[src/rtl/gate_sensor_ctrl_if.sv]
// rtl/gate_sensor_ctrl_if.sv - sensor levels in, vehicle events and gate controls out
interface gate_sensor_ctrl_if;
  logic car_in_raw;
  logic car_out_raw;
  logic parking_full;
  logic car_in;
  logic car_out;
  logic gate_in_open;
  logic gate_out_open;
  logic entry_denied;

  modport slave (
    input  car_in_raw, car_out_raw, parking_full,
    output car_in, car_out, gate_in_open, gate_out_open, entry_denied
  );

  modport master (
    output car_in_raw, car_out_raw, parking_full,
    input  car_in, car_out, gate_in_open, gate_out_open, entry_denied
  );
endinterface

[src/rtl/gate_sensor_ctrl.sv]
// rtl/gate_sensor_ctrl.sv - per-lane debounce, gate window and event arbitration for the parking counter

// One lane: synchroniser, debounce FSM and gate-open window.
// o_accept is a one-cycle strobe on the edge a press is accepted; i_block
// (sampled on that same edge) decides whether the gate opens or the lane
// just waits for release.
module gate_sensor_lane #(
  parameter int DEBOUNCE_CYCLES = 16,
  parameter int GATE_CYCLES     = 8,
  parameter int CNT_W           = 16
) (
  input  logic clk,
  input  logic rst,
  input  logic i_raw,
  input  logic i_block,
  output logic o_accept,
  output logic o_gate
);
  typedef enum logic [1:0] {IDLE, ARMING, OPEN, RELEASE} state_t;

  localparam logic [CNT_W-1:0] DEB_MAX  = CNT_W'(DEBOUNCE_CYCLES);
  localparam logic [CNT_W-1:0] GATE_MAX = CNT_W'(GATE_CYCLES);
  localparam logic [CNT_W-1:0] ONE      = CNT_W'(1);

  state_t           r_state, w_state_nxt;
  logic [CNT_W-1:0] r_cnt, w_cnt_nxt;
  logic             r_gate, w_gate_nxt;
  logic [1:0]       r_sync;
  logic             w_level;

  assign w_level = r_sync[1];
  assign o_gate  = r_gate;

  // Two-flop synchroniser for the asynchronous sensor level
  always_ff @(posedge clk or negedge rst) begin
    if (!rst) r_sync <= 2'b00;
    else      r_sync <= {r_sync[0], i_raw};
  end

  // Lane state, shared debounce/gate counter and registered gate output
  always_ff @(posedge clk or negedge rst) begin
    if (!rst) begin
      r_state <= IDLE;
      r_cnt   <= '0;
      r_gate  <= 1'b0;
    end else begin
      r_state <= w_state_nxt;
      r_cnt   <= w_cnt_nxt;
      r_gate  <= w_gate_nxt;
    end
  end

  // Next state: debounce in ARMING, timed window in OPEN, wait for low in RELEASE
  always_comb begin
    w_state_nxt = r_state;
    w_cnt_nxt   = r_cnt;
    w_gate_nxt  = r_gate;
    o_accept    = 1'b0;
    case (r_state)
      IDLE: begin
        if (w_level) begin
          w_state_nxt = ARMING;
          w_cnt_nxt   = ONE;
        end
      end
      ARMING: begin
        if (!w_level) begin
          w_state_nxt = IDLE;
          w_cnt_nxt   = '0;
        end else if (r_cnt == DEB_MAX) begin
          o_accept = 1'b1;
          if (i_block) begin
            w_state_nxt = RELEASE;
            w_cnt_nxt   = '0;
          end else begin
            w_state_nxt = OPEN;
            w_cnt_nxt   = ONE;
            w_gate_nxt  = 1'b1;
          end
        end else begin
          w_cnt_nxt = r_cnt + ONE;
        end
      end
      OPEN: begin
        if (r_cnt == GATE_MAX) begin
          w_state_nxt = RELEASE;
          w_cnt_nxt   = '0;
          w_gate_nxt  = 1'b0;
        end else begin
          w_cnt_nxt = r_cnt + ONE;
        end
      end
      RELEASE: begin
        if (!w_level) w_state_nxt = IDLE;
      end
      default: begin
        w_state_nxt = IDLE;
        w_cnt_nxt   = '0;
        w_gate_nxt  = 1'b0;
      end
    endcase
  end
endmodule

// Top: two lanes plus the car_out-first arbiter feeding park_system.
module gate_sensor_ctrl #(
  parameter int DEBOUNCE_CYCLES = 16,
  parameter int GATE_CYCLES     = 8,
  parameter int CNT_W           = 16
) (
  input  logic               clk,
  input  logic               rst,
  gate_sensor_ctrl_if.slave  bus
);
  logic w_in_acc, w_out_acc, w_gate_in, w_gate_out, w_in_req;
  logic r_car_in, r_car_out, r_entry_denied, r_pend;

  gate_sensor_lane #(
    .DEBOUNCE_CYCLES(DEBOUNCE_CYCLES), .GATE_CYCLES(GATE_CYCLES), .CNT_W(CNT_W)
  ) u_entry (
    .clk(clk), .rst(rst), .i_raw(bus.car_in_raw), .i_block(bus.parking_full),
    .o_accept(w_in_acc), .o_gate(w_gate_in)
  );

  gate_sensor_lane #(
    .DEBOUNCE_CYCLES(DEBOUNCE_CYCLES), .GATE_CYCLES(GATE_CYCLES), .CNT_W(CNT_W)
  ) u_exit (
    .clk(clk), .rst(rst), .i_raw(bus.car_out_raw), .i_block(1'b0),
    .o_accept(w_out_acc), .o_gate(w_gate_out)
  );

  // An entry request is either a fresh non-full accept or one deferred last cycle
  assign w_in_req = (w_in_acc & ~bus.parking_full) | r_pend;

  // Registered event pulses; car_out wins a tie and car_in waits one cycle
  always_ff @(posedge clk or negedge rst) begin
    if (!rst) begin
      r_car_in       <= 1'b0;
      r_car_out      <= 1'b0;
      r_entry_denied <= 1'b0;
      r_pend         <= 1'b0;
    end else begin
      r_car_out      <= w_out_acc;
      r_car_in       <= w_in_req & ~w_out_acc;
      r_pend         <= w_in_req & w_out_acc;
      r_entry_denied <= w_in_acc & bus.parking_full;
    end
  end

  assign bus.car_in        = r_car_in;
  assign bus.car_out       = r_car_out;
  assign bus.entry_denied  = r_entry_denied;
  assign bus.gate_in_open  = w_gate_in;
  assign bus.gate_out_open = w_gate_out;
endmodule

[src/flat_wrapper.sv]
// flat-port wrapper written by rule: the top's interface ports become plain ports
module gate_sensor_ctrl_flat 
#(
  parameter int DEBOUNCE_CYCLES = 16,
  parameter int GATE_CYCLES     = 8,
  parameter int CNT_W           = 16
)
  (clk, rst, bus_car_in_raw, bus_car_out_raw, bus_parking_full, bus_car_in, bus_car_out, bus_gate_in_open, bus_gate_out_open, bus_entry_denied);
  gate_sensor_ctrl_if bus_i ();
  input  logic clk;
  input  logic rst;
  input wire logic [$bits(bus_i.car_in_raw)-1:0] bus_car_in_raw;
  input wire logic [$bits(bus_i.car_out_raw)-1:0] bus_car_out_raw;
  input wire logic [$bits(bus_i.parking_full)-1:0] bus_parking_full;
  output wire logic [$bits(bus_i.car_in)-1:0] bus_car_in;
  output wire logic [$bits(bus_i.car_out)-1:0] bus_car_out;
  output wire logic [$bits(bus_i.gate_in_open)-1:0] bus_gate_in_open;
  output wire logic [$bits(bus_i.gate_out_open)-1:0] bus_gate_out_open;
  output wire logic [$bits(bus_i.entry_denied)-1:0] bus_entry_denied;
  assign bus_i.car_in_raw = bus_car_in_raw;
  assign bus_i.car_out_raw = bus_car_out_raw;
  assign bus_i.parking_full = bus_parking_full;
  assign bus_car_in = bus_i.car_in;
  assign bus_car_out = bus_i.car_out;
  assign bus_gate_in_open = bus_i.gate_in_open;
  assign bus_gate_out_open = bus_i.gate_out_open;
  assign bus_entry_denied = bus_i.entry_denied;
  gate_sensor_ctrl #(.DEBOUNCE_CYCLES(DEBOUNCE_CYCLES), .GATE_CYCLES(GATE_CYCLES), .CNT_W(CNT_W)) u_core (.clk(clk), .rst(rst), .bus(bus_i));
endmodule
[config.mk]
export PLATFORM = sky130hd
export DESIGN_NAME = gate_sensor_ctrl_flat
export DESIGN_NICKNAME = d
export VERILOG_FILES = /design/src/rtl/gate_sensor_ctrl_if.sv /design/src/rtl/gate_sensor_ctrl.sv /design/src/flat_wrapper.sv
export SDC_FILE = /design/constraint.sdc
export NUM_CORES = 1
export LEC_CHECK = 0
export CAP_MARGIN = 10
export CELL_PAD_IN_SITES_DETAIL_PLACEMENT = 0
export CELL_PAD_IN_SITES_GLOBAL_PLACEMENT = 1
export CORE_ASPECT_RATIO = 1.2
export CORE_MARGIN = 4
export CORE_UTILIZATION = 53
export CTS_BUF_LIST = sky130_fd_sc_hd__clkbuf_4 sky130_fd_sc_hd__clkbuf_8
export DETAILED_ROUTE_END_ITERATION = 8
export PLACE_DENSITY_LB_ADDON = 0.1
export SYNTH_ARGS = -nofsm -noshare
export SYNTH_HDL_FRONTEND = slang
export SYNTH_SLANG_ARGS = --single-unit
[constraint.sdc]
create_clock -name clk -period 5.1 [get_ports clk]
set_input_delay 1.275 -clock clk [delete_from_list [all_inputs] [get_ports clk]]
set_output_delay 1.275 -clock clk [all_outputs]
set_load 0.01 [all_outputs]
======== After elaboration in Yosys (flattened, before gate mapping) ========
Cells that the tools add are included.
storage, ports and cells
  input port bits ......................... 5
  register bits ........................... 46
  output and inout port bits .............. 5
operators by class
  bitwise gates (word level) .............. 7
  eq/ne operators ......................... 23
  add/subtract/negate cells ............... 2
  mux-type cells .......................... 39
  reductions and logical operators ........ 12
operator list
  kind                   count
  $mux 16                8
  $pmux 16 s3            2
  $add 16x1->16 const B  2
  $eq 16x4->1 const B    2
  $eq 16x5->1 const B    2
  $ne 2x2->1 const B     11
  $mux 2                 10
  $pmux 2 s4             2
  $mux 1                 15
  $reduce_and 4->1       3
  $eq 2x2->1 const B     4
  $ne 3x3->1 const B     2
  $reduce_bool 3->1      2
  $reduce_and 5->1       1
  $and 1x1->1            4
  $eq 2x1->1 const B     2
  $logic_not 2->1        2
  $pmux 1 s2             2
  $reduce_and 2->1       2
  $reduce_bool 2->1      2
  $not 1->1              2
  $or 1x1->1             1

======== Longest topological paths before layout ========
Gate-level depths: netlist (run 1).
  word-level depth ........................ 7
  mapped depth ............................ 8
  mapped depth without buffers ............ 7

======== Cells and area by module ========
A second synthesis (run 1) with hierarchy kept.
unflattened totals
  cells, all modules ...................... 277
  area total of the unflattened synthesis .. 2747.6 um^2
by module, submodules not included
  module                             area each (um^2)  instances  cells an instance
  gate_sensor_lane (u_core.u_entry)  1318.8            1          141
  gate_sensor_lane (u_core.u_exit)   1280.0            1          126
  gate_sensor_ctrl                   148.9             1          10

======== Worst setup path after synthesis (run 1) ========
No wires, ideal clock.
  path type ............................... register -> register
  start point ............................. reg u_core.u_entry.r_cnt[0]
  end point ............................... reg u_core.u_entry.r_state[0]
  buffers on the path ..................... 0
  slack ................................... 3.010 ns
  arrival time ............................ 1.969 ns
  data required time ...................... 4.978 ns
  stages on the path, launching flop included .. 8
  cell sequence ........................... dfrtp_1 -> inv_1 -> ha_1 -> or4bb_1 -> o41a_1 -> a211oi_4 -> nand4b_1 -> a32o_1
on the way
  cells in the longest elaborated chain, start to end .. 3
  elaborated cells on any way between the ends .. 5
  classes of those cells .................. 4 x eq/ne; 1 x reduce/logical
ends and longest elaborated chain
  what                                                       RTL line                                        RTL
  start, declared                                            gate_sensor_ctrl.sv:26                          logic [CNT_W-1:0] r_cnt, w_cnt_nxt;
  start signal, assigned                                     gate_sensor_ctrl.sv:48                          r_cnt <= w_cnt_nxt;
  $eq 16x5->1 or $eq 16x4->1 (tied branches)                 gate_sensor_ctrl.sv:70, gate_sensor_ctrl.sv:85
  $ne 3x3->1 (no source line) or $ne 2x2->1 (tied branches)  n/a
  $reduce_and 4->1 (no source line) (*)                      n/a
  end signal, assigned                                       gate_sensor_ctrl.sv:47                          r_state <= w_state_nxt;
  end, declared                                              gate_sensor_ctrl.sv:25                          state_t r_state, w_state_nxt;
Every way passes the cells marked *; elsewhere a longest branch is shown, timed or not.
A chain may end at the register's enable or synchronous reset.

======== Worst setup path after layout (run 1) ========
  start point ............................. reg u_core.u_exit.r_cnt[0]
  end point ............................... reg u_core.u_exit.r_cnt[11]
on the way
  cells in the longest elaborated chain, start to end .. 4
  elaborated cells on any way between the ends .. 7
  classes of those cells .................. 1 x add/sub; 2 x eq/ne; 4 x mux
ends and longest elaborated chain
  what                                          RTL line                                                                RTL
  start, declared                               gate_sensor_ctrl.sv:26
  start signal, assigned                        gate_sensor_ctrl.sv:48
  $add 16x1->16 or $eq 16x5->1 (tied branches)  gate_sensor_ctrl.sv:81, gate_sensor_ctrl.sv:90, gate_sensor_ctrl.sv:70
  $mux 16                                       gate_sensor_ctrl.sv:70                                                  end else if (r_cnt == DEB_MAX) begin
  $mux 16                                       gate_sensor_ctrl.sv:67                                                  if (!w_level) begin
  $pmux 16 s3 (*)                               gate_sensor_ctrl.sv:59                                                  case (r_state)
Marks and branches as above.

==> results_dict.tcl, run 1 <==
set metrics [dict create \
    cp_slowest_cell "o22ai_1" \
    worst_path_dominant_cell_family "compound AO/OA/AOI/OAI gates" \
    power_density_nw_per_um2 355.4 \
    synth_nets 288 \
    grt-ovfl-total 0 \
    synthFlopType "dfrtp_1" \
    drtPass1Iterations 4 \
    ys_seq_area_share_pct 45.50 \
    power_frac_clock_pct 33.5 \
    max-slew-margin-rel_pct 31.64 \
    crit_fanout 12 \
    report.final.setup_viol 0 \
    rsz0062_at_grt "no" \
    dp_hpwl_um 3579 \
    synth_cells 269 \
    end_kind "flop" \
    worstSkewPairLatency_ns 0.30 \
    reg2reg_slack_ns 2.33 \
    maxSlewViolCount 0 \
    floorplan.initialDensity_pct 55.07 \
    yosysWarnings 0 \
    syn_avg_cell_area_um2 9.405 \
    critPathLaunchType "flop" \
    cp_cell_sequence "inv_1 -> ha_1 -> nor4bb_1 -> a41o_1 -> o22ai_1 -> nand2_1 -> o311ai_0" \
    post-route-drc-count 0 \
    root_buffer "clkbuf_8" \
    power.switching_w 0.0003082 \
    yosysUniqueCellTypes 42 \
    fin_crit_ns 2.767 \
    cp_data_arrival_time_ns 2.94 \
    worst_clock_skew_ns 0.01208 \
    gp_congestion 0.7793 \
    tightest_slew_ns 1.025 \
    power_leakage_nw 1.192 \
    max_freq_ghz 0.3614 \
    crit_buf_inv 1 \
    seqPwrFrac_pct 42.1 \
    hold_path.class "flop to flop" \
    placeableCoreArea_um2 4594 \
    instances_no_fill 340 \
    rows 27 \
    grt_max_degree 47 \
    ys_seq_elements 46 \
    fin_nets 300 \
    rr_startpoint "u_core.u_exit.r_cnt[0]" \
    synth-edff-count 0 \
    tns_ns 0 \
    cts_tree "built" \
    cts_setup_buffers 0 \
    p_int_w 0.0006910 \
    avgViaCountPerCell 5.779 \
    cts_made_buffers 5 \
    placed_cells 332 \
    antenna_cells 0 \
    pre_cts_ws_ns 2.284 \
    cpPeakStageDelay_ns 0.71 \
    ios 10 \
    pwr-share-comb_pct 24.4 \
    vias 1965 \
    wl_per_cell_um 14.74 \
    io_buffers 9 \
    cts_hold_buf 0 \
    status "completed" \
    finalHoldViolations 0 \
    clockBufferDepth 2 \
    die_area_um2 5947 \
    clk_pin_slew_ns 0.08 \
    synth_area_um2 2530 \
    setup_slack_ns 2.333 \
    grtUsageTotal_pct 18.48 \
    fp.dieW_um 71.07 \
    h-tree-depth 2 \
    crit_start "u_core.u_exit.r_cnt[0]" \
    clock_sinks 46 \
    layout-drive-gt1-share_pct 4.610 \
    die_y_um 83.69 \
    ant_nets 0 \
    fillCellCount 415 \
    switching_share_pct 30.85 \
    critPathRequiredTime_ns 5.27 \
    antenna_found_initial 0 \
    grt_pass1_vias 1879 \
    max_cap_violations 0 \
    drtIter0Drc 123 \
    fin_crit_sh_pct 54.26 \
    ys_async_sr_fraction_pct 100.0 \
    grt_first_pass_wirelength_um 9080 \
    wirelength_um 5010 \
    syn2layout_area_growth_pct 11.13 \
    ctsResizeCount 0 \
    crit_type "flop to flop" \
    holdCritStartpoint "u_core.u_exit.r_sync[0]" \
    ir_drop_mv 0.2145 \
]
## final timing paths
kind | end | cells past startpoint
worst max register to register | u_core.u_exit.r_cnt[11] | 7
max in group asynchronous | u_core.u_exit.r_cnt[13] | 1
worst min-delay path | u_core.u_exit.r_sync[1] | 0
worst min register to register | u_core.u_exit.r_sync[1] | 0
min in group asynchronous | u_core.u_entry.r_state[0] | 1
worst max-delay path | u_core.u_exit.r_cnt[11] | 7
## final cells by class
| cell class | instances | area, µm² | share of cell area [%] |
|---|---|---|---|
| Multi-Input combinational cell | 201 | 1292 | 45.97 |
| Sequential cell | 46 | 1151 | 40.94 |
| Timing Repair Buffer | 9 | 85.08 | 3.026 |
| Clock buffer | 6 | 82.58 | 2.937 |
| Tap cell | 58 | 72.57 | 2.581 |
| Inverter | 18 | 67.56 | 2.403 |
| Clock inverter | 2 | 60.06 | 2.136 |
## routing by layer
layer / share of wire [%] / track usage (%) / vias to the layer above
li1: - / - / 991
met4: 2.2 / 6.325 / 0
met5: 0 / 0 / -
met1: 47 / 25.23 / 948
met3: 1.8 / 2.892 / 10
met2: 49 / 29.70 / 16
## Yosys cell counts (4+ instances only)
cell / number / area share [%]
dfrtp_1: 46 / 45
nor2_1: 31 / 4.6
nand3_1: 25 / 4.9
nand2_1: 19 / 2.8
inv_1: 18 / 2.7
ha_1: 14 / 6.9
xor2_1: 13 / 4.5
a21oi_1: 9 / 1.8
nand4_1: 8 / 2.0
nor3_1: 8 / 1.6
o21ai_0: 8 / 1.6
nor4_1: 6 / 1.5
and3_1: 5 / 1.2
o311ai_0: 5 / 1.7
a31oi_1: 4 / 0.99
and2_1: 4 / 0.99
nor2b_1: 4 / 0.99
## stage by stage
stage | hold WS, ns | area, µm² | power (W) | utilization, %
after floorplan | 0.3312 | 2530 | 0.0006120 | -
after global placement | 0.3346 | 2669 | 0.0006701 | 58.09
after detailed placement | 0.3403 | 2669 | 0.0006713 | 58.09
after CTS | 0.3609 | 2811 | 0.001006 | 61.19
after global routing | 0.3745 | 2811 | 0.001064 | 61.19
final | 0.3553 | 2811 | 0.0009992 | 61.19
## flip-flops by register name (all words and copies together), names as in the netlist, named ones only
signal,flops
u_core.bus.car_out,1
u_core.u_exit.r_cnt,16
u_core.u_exit.r_sync,2
u_core.u_entry.o_gate,1
u_core.bus.entry_denied,1
u_core.u_entry.r_sync,2
u_core.r_pend,1
u_core.u_exit.o_gate,1
u_core.u_exit.r_state,1
u_core.u_entry.r_cnt,16
u_core.u_entry.r_state,1
u_core.bus.car_in,1
## cell families (layout without fill, tap and decap cells)
logic type,Yosys count,after routing,share of synthesized area [%]
buf+inv,22,35,3.412
flops,46,46,45.50
mux,1,1,0.3957
xor+xnor,16,16,5.539
simple gates,128,128,26.41
compound gates,42,42,11.82
fa+ha+maj,14,14,6.924
## power by group through the flow
stage	logic, W	clock network, W	registers [W]
after floorplan	0.000191	0	0.000421
after global placement	0.000244	0	0.000426
after detailed placement	0.000244	0	0.000427
after CTS	0.000245	0.000341	0.000420
after global routing	0.000279	0.000358	0.000427
final	0.000244	0.000335	0.000420
## cell usage in the layout (no fill, tap or decap), types with 5 or more instances in the layout
| cell | Yosys | layout |
|---|---|---|
| dfrtp_1 | 46 | 46 |
| nand3_1 | 25 | 25 |
| a21oi_1 | 9 | 9 |
| clkbuf_8 | 0 | 6 |
| nor4_1 | 6 | 6 |
| o311ai_0 | 5 | 5 |
| ha_1 | 14 | 14 |
| o21ai_0 | 8 | 8 |
| nand2_1 | 19 | 19 |
| nor2_1 | 31 | 31 |
| xor2_1 | 13 | 13 |
| clkdlybuf4s50_1 | 0 | 8 |
| nand4_1 | 8 | 8 |
| inv_1 | 18 | 18 |
| nor3_1 | 8 | 8 |
| and3_1 | 5 | 5 |
Power figures use the tool's default switching activity.
==> run 2: changes to the inputs <==
Settings changed: CORE_UTILIZATION 53 to 44.
Clock period 5.1 ns to 2.45 ns, I/O delays scaled along.
==> results_dict.tcl, run 2 (same netlist as run 1, synthesis figures left out) <==
set metrics [dict create \
    max_cap_violations 0 \
    syn2layout_area_growth_pct 11.33 \
    worst_clock_skew_ns 0.004180 \
    postPlaceCellArea_um2 2721 \
    tns_ns 0 \
    worst_path_dominant_cell_family "compound AO/OA/AOI/OAI gates" \
    power.switching_w 0.0006216 \
    critPathLaunchType "flop" \
    cts_tree "built" \
    root_buffer "clkbuf_8" \
    cts_hold_buf 0 \
    final_common_cell "dfrtp_1" \
    layout_common_cells "dfrtp_1, nor2_1, nand3_1, nand2_1, inv_1" \
    grt-ovfl-total 0 \
    wl_per_cell_um 14.01 \
    crit_buf_inv 1 \
    crit_fanout 5 \
    power_leakage_nw 1.203 \
    h-tree-depth 2 \
    power_frac_clock_pct 25.7 \
    avgViaCountPerCell 5.506 \
    regArea_um2 1151 \
    maxSlewViolCount 0 \
    fin_crit_ns 2.328 \
    clockBufferDepth 2 \
    cp_cell_sequence "inv_1 -> ha_1 -> or4bb_1 -> o41a_1 -> a2bb2oi_1 -> o21ai_1 -> a21o_1" \
    worstSkewPairLatency_ns 0.29 \
    finalHoldViolations 0 \
    largestRegisters "u_core.u_entry.r_cnt x16, u_core.u_exit.r_cnt x16" \
    fp.dieW_um 77.22 \
    fillCellCount 535 \
    clock_sinks 46 \
    antenna_found_initial 0 \
    cts_made_buffers 5 \
    switching_share_pct 33.11 \
    cpPeakStageDelay_ns 0.51 \
    tightest_slew_ns 0.8170 \
    gp_congestion 0.8155 \
    io_buffers 9 \
    p_int_w 0.001256 \
    cts_setup_buffers 0 \
    max-slew-margin-rel_pct 45.11 \
    grt_first_pass_wirelength_um 8611 \
    end_kind "flop" \
    pwr-share-comb_pct 27.8 \
    rsz0062_at_grt "no" \
    fin_crit_sh_pct 95.02 \
    cp_slowest_cell "or4bb_1" \
    power_w 0.001878 \
    crit_type "flop to flop" \
    layout-drive-gt1-share_pct 6.597 \
    report.final.setup_viol 0 \
    hold_path.class "flop to flop" \
    seqPwrFrac_pct 46.5 \
    status "completed" \
    ios 10 \
    placeableCoreArea_um2 5630 \
    dp_hpwl_um 3603 \
    final_area_um2 2816 \
    max_freq_ghz 0.4296 \
    cp_data_arrival_time_ns 2.51 \
    fin_nets 306 \
    ir_drop_mv 0.3871 \
    ctsResizeCount 0 \
    critPathRequiredTime_ns 2.64 \
    clk_pin_slew_ns 0.08 \
    vias 1938 \
    ant_nets 0 \
    rows 30 \
    power_density_nw_per_um2 666.6 \
    die_y_um 91.07 \
    die_area_um2 7032 \
    grtUsageTotal_pct 14.97 \
    drtIter0Drc 76 \
    antenna_cells 0 \
    post-route-drc-count 0 \
    grt_pass1_vias 1873 \
    grt_max_degree 47 \
    drtPass1Iterations 4 \
    multi_input_area_um2 1292 \
    floorplan.initialDensity_pct 44.93 \
    hold-worst-slack_ns 0.3521 \
    wirelength_um 4932 \
]
==> run 2: path summary, 6_finish.rpt <==
path | from | endpoint | slack [ns] | cells past startpoint
min in group asynchronous | rst | u_core.u_entry.r_state[0] | 0.40 | 2
setup / recovery | u_core.u_entry.r_cnt[0] | u_core.u_entry.r_cnt[2] | 0.12 | 7
setup reg to reg | u_core.u_entry.r_cnt[0] | u_core.u_entry.r_cnt[2] | 0.12 | 7
hold reg to reg | u_core.u_exit.r_sync[0] | u_core.u_exit.r_sync[1] | 0.35 | 0
hold / removal | u_core.u_exit.r_sync[0] | u_core.u_exit.r_sync[1] | 0.35 | 0
max in group asynchronous | rst | u_core.u_exit.r_cnt[12] | 1.65 | 2
==> run 2: power by group through the flow <==
stage / clock network (W) / registers (W) / logic (W)
finish: 0.000483 / 0.000874 / 0.000521
global route: 0.000538 / 0.000885 / 0.000608
CTS: 0.000513 / 0.000873 / 0.000530
detailed placement: 0 / 0.000889 / 0.000529
global placement: 0 / 0.000886 / 0.000537
floorplan: 0 / 0.000877 / 0.000397
==> run 2: cell type report <==
cell class	instances	area share (%)
well taps	64	2.843
repair buffers	15	4.620
multi-input cells	201	45.89
inverters	18	2.399
clock buffers	7	3.199
flip-flops and latches	46	40.87
clock inverters	1	0.1777
==> run 2: routing by layer <==
metal	vias to the layer above	wire length, µm	share of wire (%)	track usage (%)
met2	25	2480	50	26.01
met3	6	112	2.3	2.381
met1	901	2266	46	18.58
met5	-	0	0	0
met4	0	73	1.5	5.490
li1	1006	-	-	-
==> run 2: through the flow <==
stage | setup slack, ns | std cells | utilization (%)
global placement | 0.1806 | 344 | 48.33
floorplan | 0.3598 | 269 | -
finish | 0.1221 | 352 | 50.02
global route | 0.007463 | 352 | 50.02
detailed placement | 0.1791 | 344 | 48.33
CTS | 0.1655 | 352 | 50.02
==> run 3: changes to the inputs <==
Settings changed: RECOVER_POWER set to 100.
==> results_dict.tcl, run 3 (same netlist as run 1, synthesis figures left out) <==
set metrics [dict create \
    status "completed" \
    power.switching_w 0.0006207 \
    cp_slowest_cell "or4bb_1" \
    clock_sinks 46 \
    grt_max_degree 47 \
    max-slew-margin-rel_pct 24.05 \
    tightest_slew_ns 1.139 \
    cts_tree "built" \
    fillCellCount 538 \
    critPathRequiredTime_ns 2.64 \
    floorplan.initialDensity_pct 44.93 \
    io_buffers 9 \
    postLayoutCoreUtil_pct 49.84 \
    vias 1936 \
    placeableCoreArea_um2 5630 \
    clk_pin_slew_ns 0.08 \
    switching_share_pct 33.20 \
    worstSkewPairLatency_ns 0.29 \
    cts_hold_buf 0 \
    power_frac_clock_pct 25.8 \
    largestRegisters "u_core.u_entry.r_cnt x16, u_core.u_exit.r_cnt x16" \
    reg2reg_slack_ns 0.11 \
    pwr-share-comb_pct 27.4 \
    clockBufferDepth 2 \
    hold_depth 0 \
    ios 10 \
    maxSlewViolCount 0 \
    grt_pass1_vias 1873 \
    rsz0062_at_grt "no" \
    power_leakage_nw 1.205 \
    h-tree-depth 2 \
    r2r_cells 7 \
    avgViaCountPerCell 5.500 \
    end_kind "flop" \
    max_freq_ghz 0.4266 \
    seqPwrFrac_pct 46.7 \
    wl_per_cell_um 13.99 \
    cp_cell_sequence "inv_1 -> ha_1 -> or4bb_1 -> o41a_1 -> a2bb2oi_1 -> o21ai_0 -> a21o_1" \
    fin_crit_ns 2.344 \
    multi_input_area_um2 1292 \
    power_density_nw_per_um2 666.2 \
    ctsResizeCount 0 \
    gp_congestion 0.8155 \
    crit_fanout 5 \
    drtPass1Iterations 4 \
    regArea_um2 1151 \
    die_area_um2 7032 \
    die_y_um 91.07 \
    fp.dieW_um 77.22 \
    hold_path.class "flop to flop" \
    layout-drive-gt1-share_pct 5.903 \
    cts_made_buffers 5 \
    report.final.setup_viol 0 \
    root_buffer "clkbuf_8" \
    p_int_w 0.001249 \
    antenna_found_initial 0 \
    layout_common_cells "dfrtp_1, nor2_1, nand3_1, nand2_1, inv_1" \
    finalHoldViolations 0 \
    critPathLaunchType "flop" \
    worst_clock_skew_ns 0.004377 \
    grt-ovfl-total 0 \
    tns_ns 0 \
    max_cap_violations 0 \
    rows 30 \
    drtIter0Drc 89 \
    crit_type "flop to flop" \
    dp_hpwl_um 3603 \
    ant_nets 0 \
    grtUsageTotal_pct 14.97 \
    final_common_cell "dfrtp_1" \
    fin_nets 306 \
    wirelength_um 4923 \
    post-route-drc-count 0 \
    cpPeakStageDelay_ns 0.51 \
    cp_data_arrival_time_ns 2.53 \
    fin_crit_sh_pct 95.69 \
    ir_drop_mv 0.3883 \
    antenna_cells 0 \
    cts_setup_buffers 0 \
    syn2layout_area_growth_pct 10.93 \
    grt_first_pass_wirelength_um 8611 \
]
run 3: cell types whose count changed in the layout (fill, tap and decap cells not counted), sizes merged:
cell / before / now
clkbuf: 7 / 10
clkdlybuf4s50: 8 / 1
buf: 7 / 4
dlygate4sd3: 0 / 7
run 3: area by class of cell:
type | count | area share, %
clock inverter | 1 | 0.1783
clock buffer | 7 | 3.210
sequential | 46 | 41.02
timing repair buffer | 15 | 4.280
multi-input combinational | 201 | 46.05
inverter | 18 | 2.407
tap | 64 | 2.853
run 3: worst max-delay path, delay by kind of cell, from the launching register on:
kind                       cells  cell delay (ns)
AOI/OAI and AO/OA              4             1.08
and+or+nand+nor                1             0.51
DFF                            1             0.42
adders and majority gates      1             0.15
buffers and inverters          1             0.07
run 3: per-layer routing:
layer | vias to the layer above | GRT usage (%) | part of all wire [%]
met5 | - | 0 | 0
met4 | 0 | 5.490 | 1.5
met3 | 6 | 2.381 | 2.4
met2 | 27 | 26.01 | 50
met1 | 899 | 18.58 | 46
li1 | 1004 | - | -
run 3: final timing paths:
path | startpoint | end
worst max-delay path | u_core.u_entry.r_cnt[0] | u_core.u_entry.r_cnt[2]
worst min-delay path | u_core.u_exit.r_sync[0] | u_core.u_exit.r_sync[1]
worst max register to register | u_core.u_entry.r_cnt[0] | u_core.u_entry.r_cnt[2]
worst min register to register | u_core.u_exit.r_sync[0] | u_core.u_exit.r_sync[1]
max in group asynchronous | rst | u_core.u_exit.r_cnt[12]
min in group asynchronous | rst | u_core.u_entry.r_state[0]
run 3: through the flow:
step	power [W]	hold WS, ns	setup slack [ns]	instances	instance area (µm²)
after floorplan	0.001274	0.3169	0.3598	269	2530
after CTS	0.001916	0.3550	0.1655	352	2816
after global routing	0.002023	0.3600	0.007463	352	2806
after detailed placement	0.001418	0.3347	0.1791	344	2721
after global placement	0.001424	0.3340	0.1806	344	2721
final	0.001870	0.3521	0.1057	352	2806
run 3: power groups by stage:
stage	Combinational, W	Sequential, W	Clock, W
after global placement	0.000537	0.000886	0
after floorplan	0.000397	0.000877	0
final	0.000513	0.000874	0.000483
after CTS	0.000530	0.000873	0.000513
after detailed placement	0.000529	0.000889	0
after global routing	0.000600	0.000884	0.000538
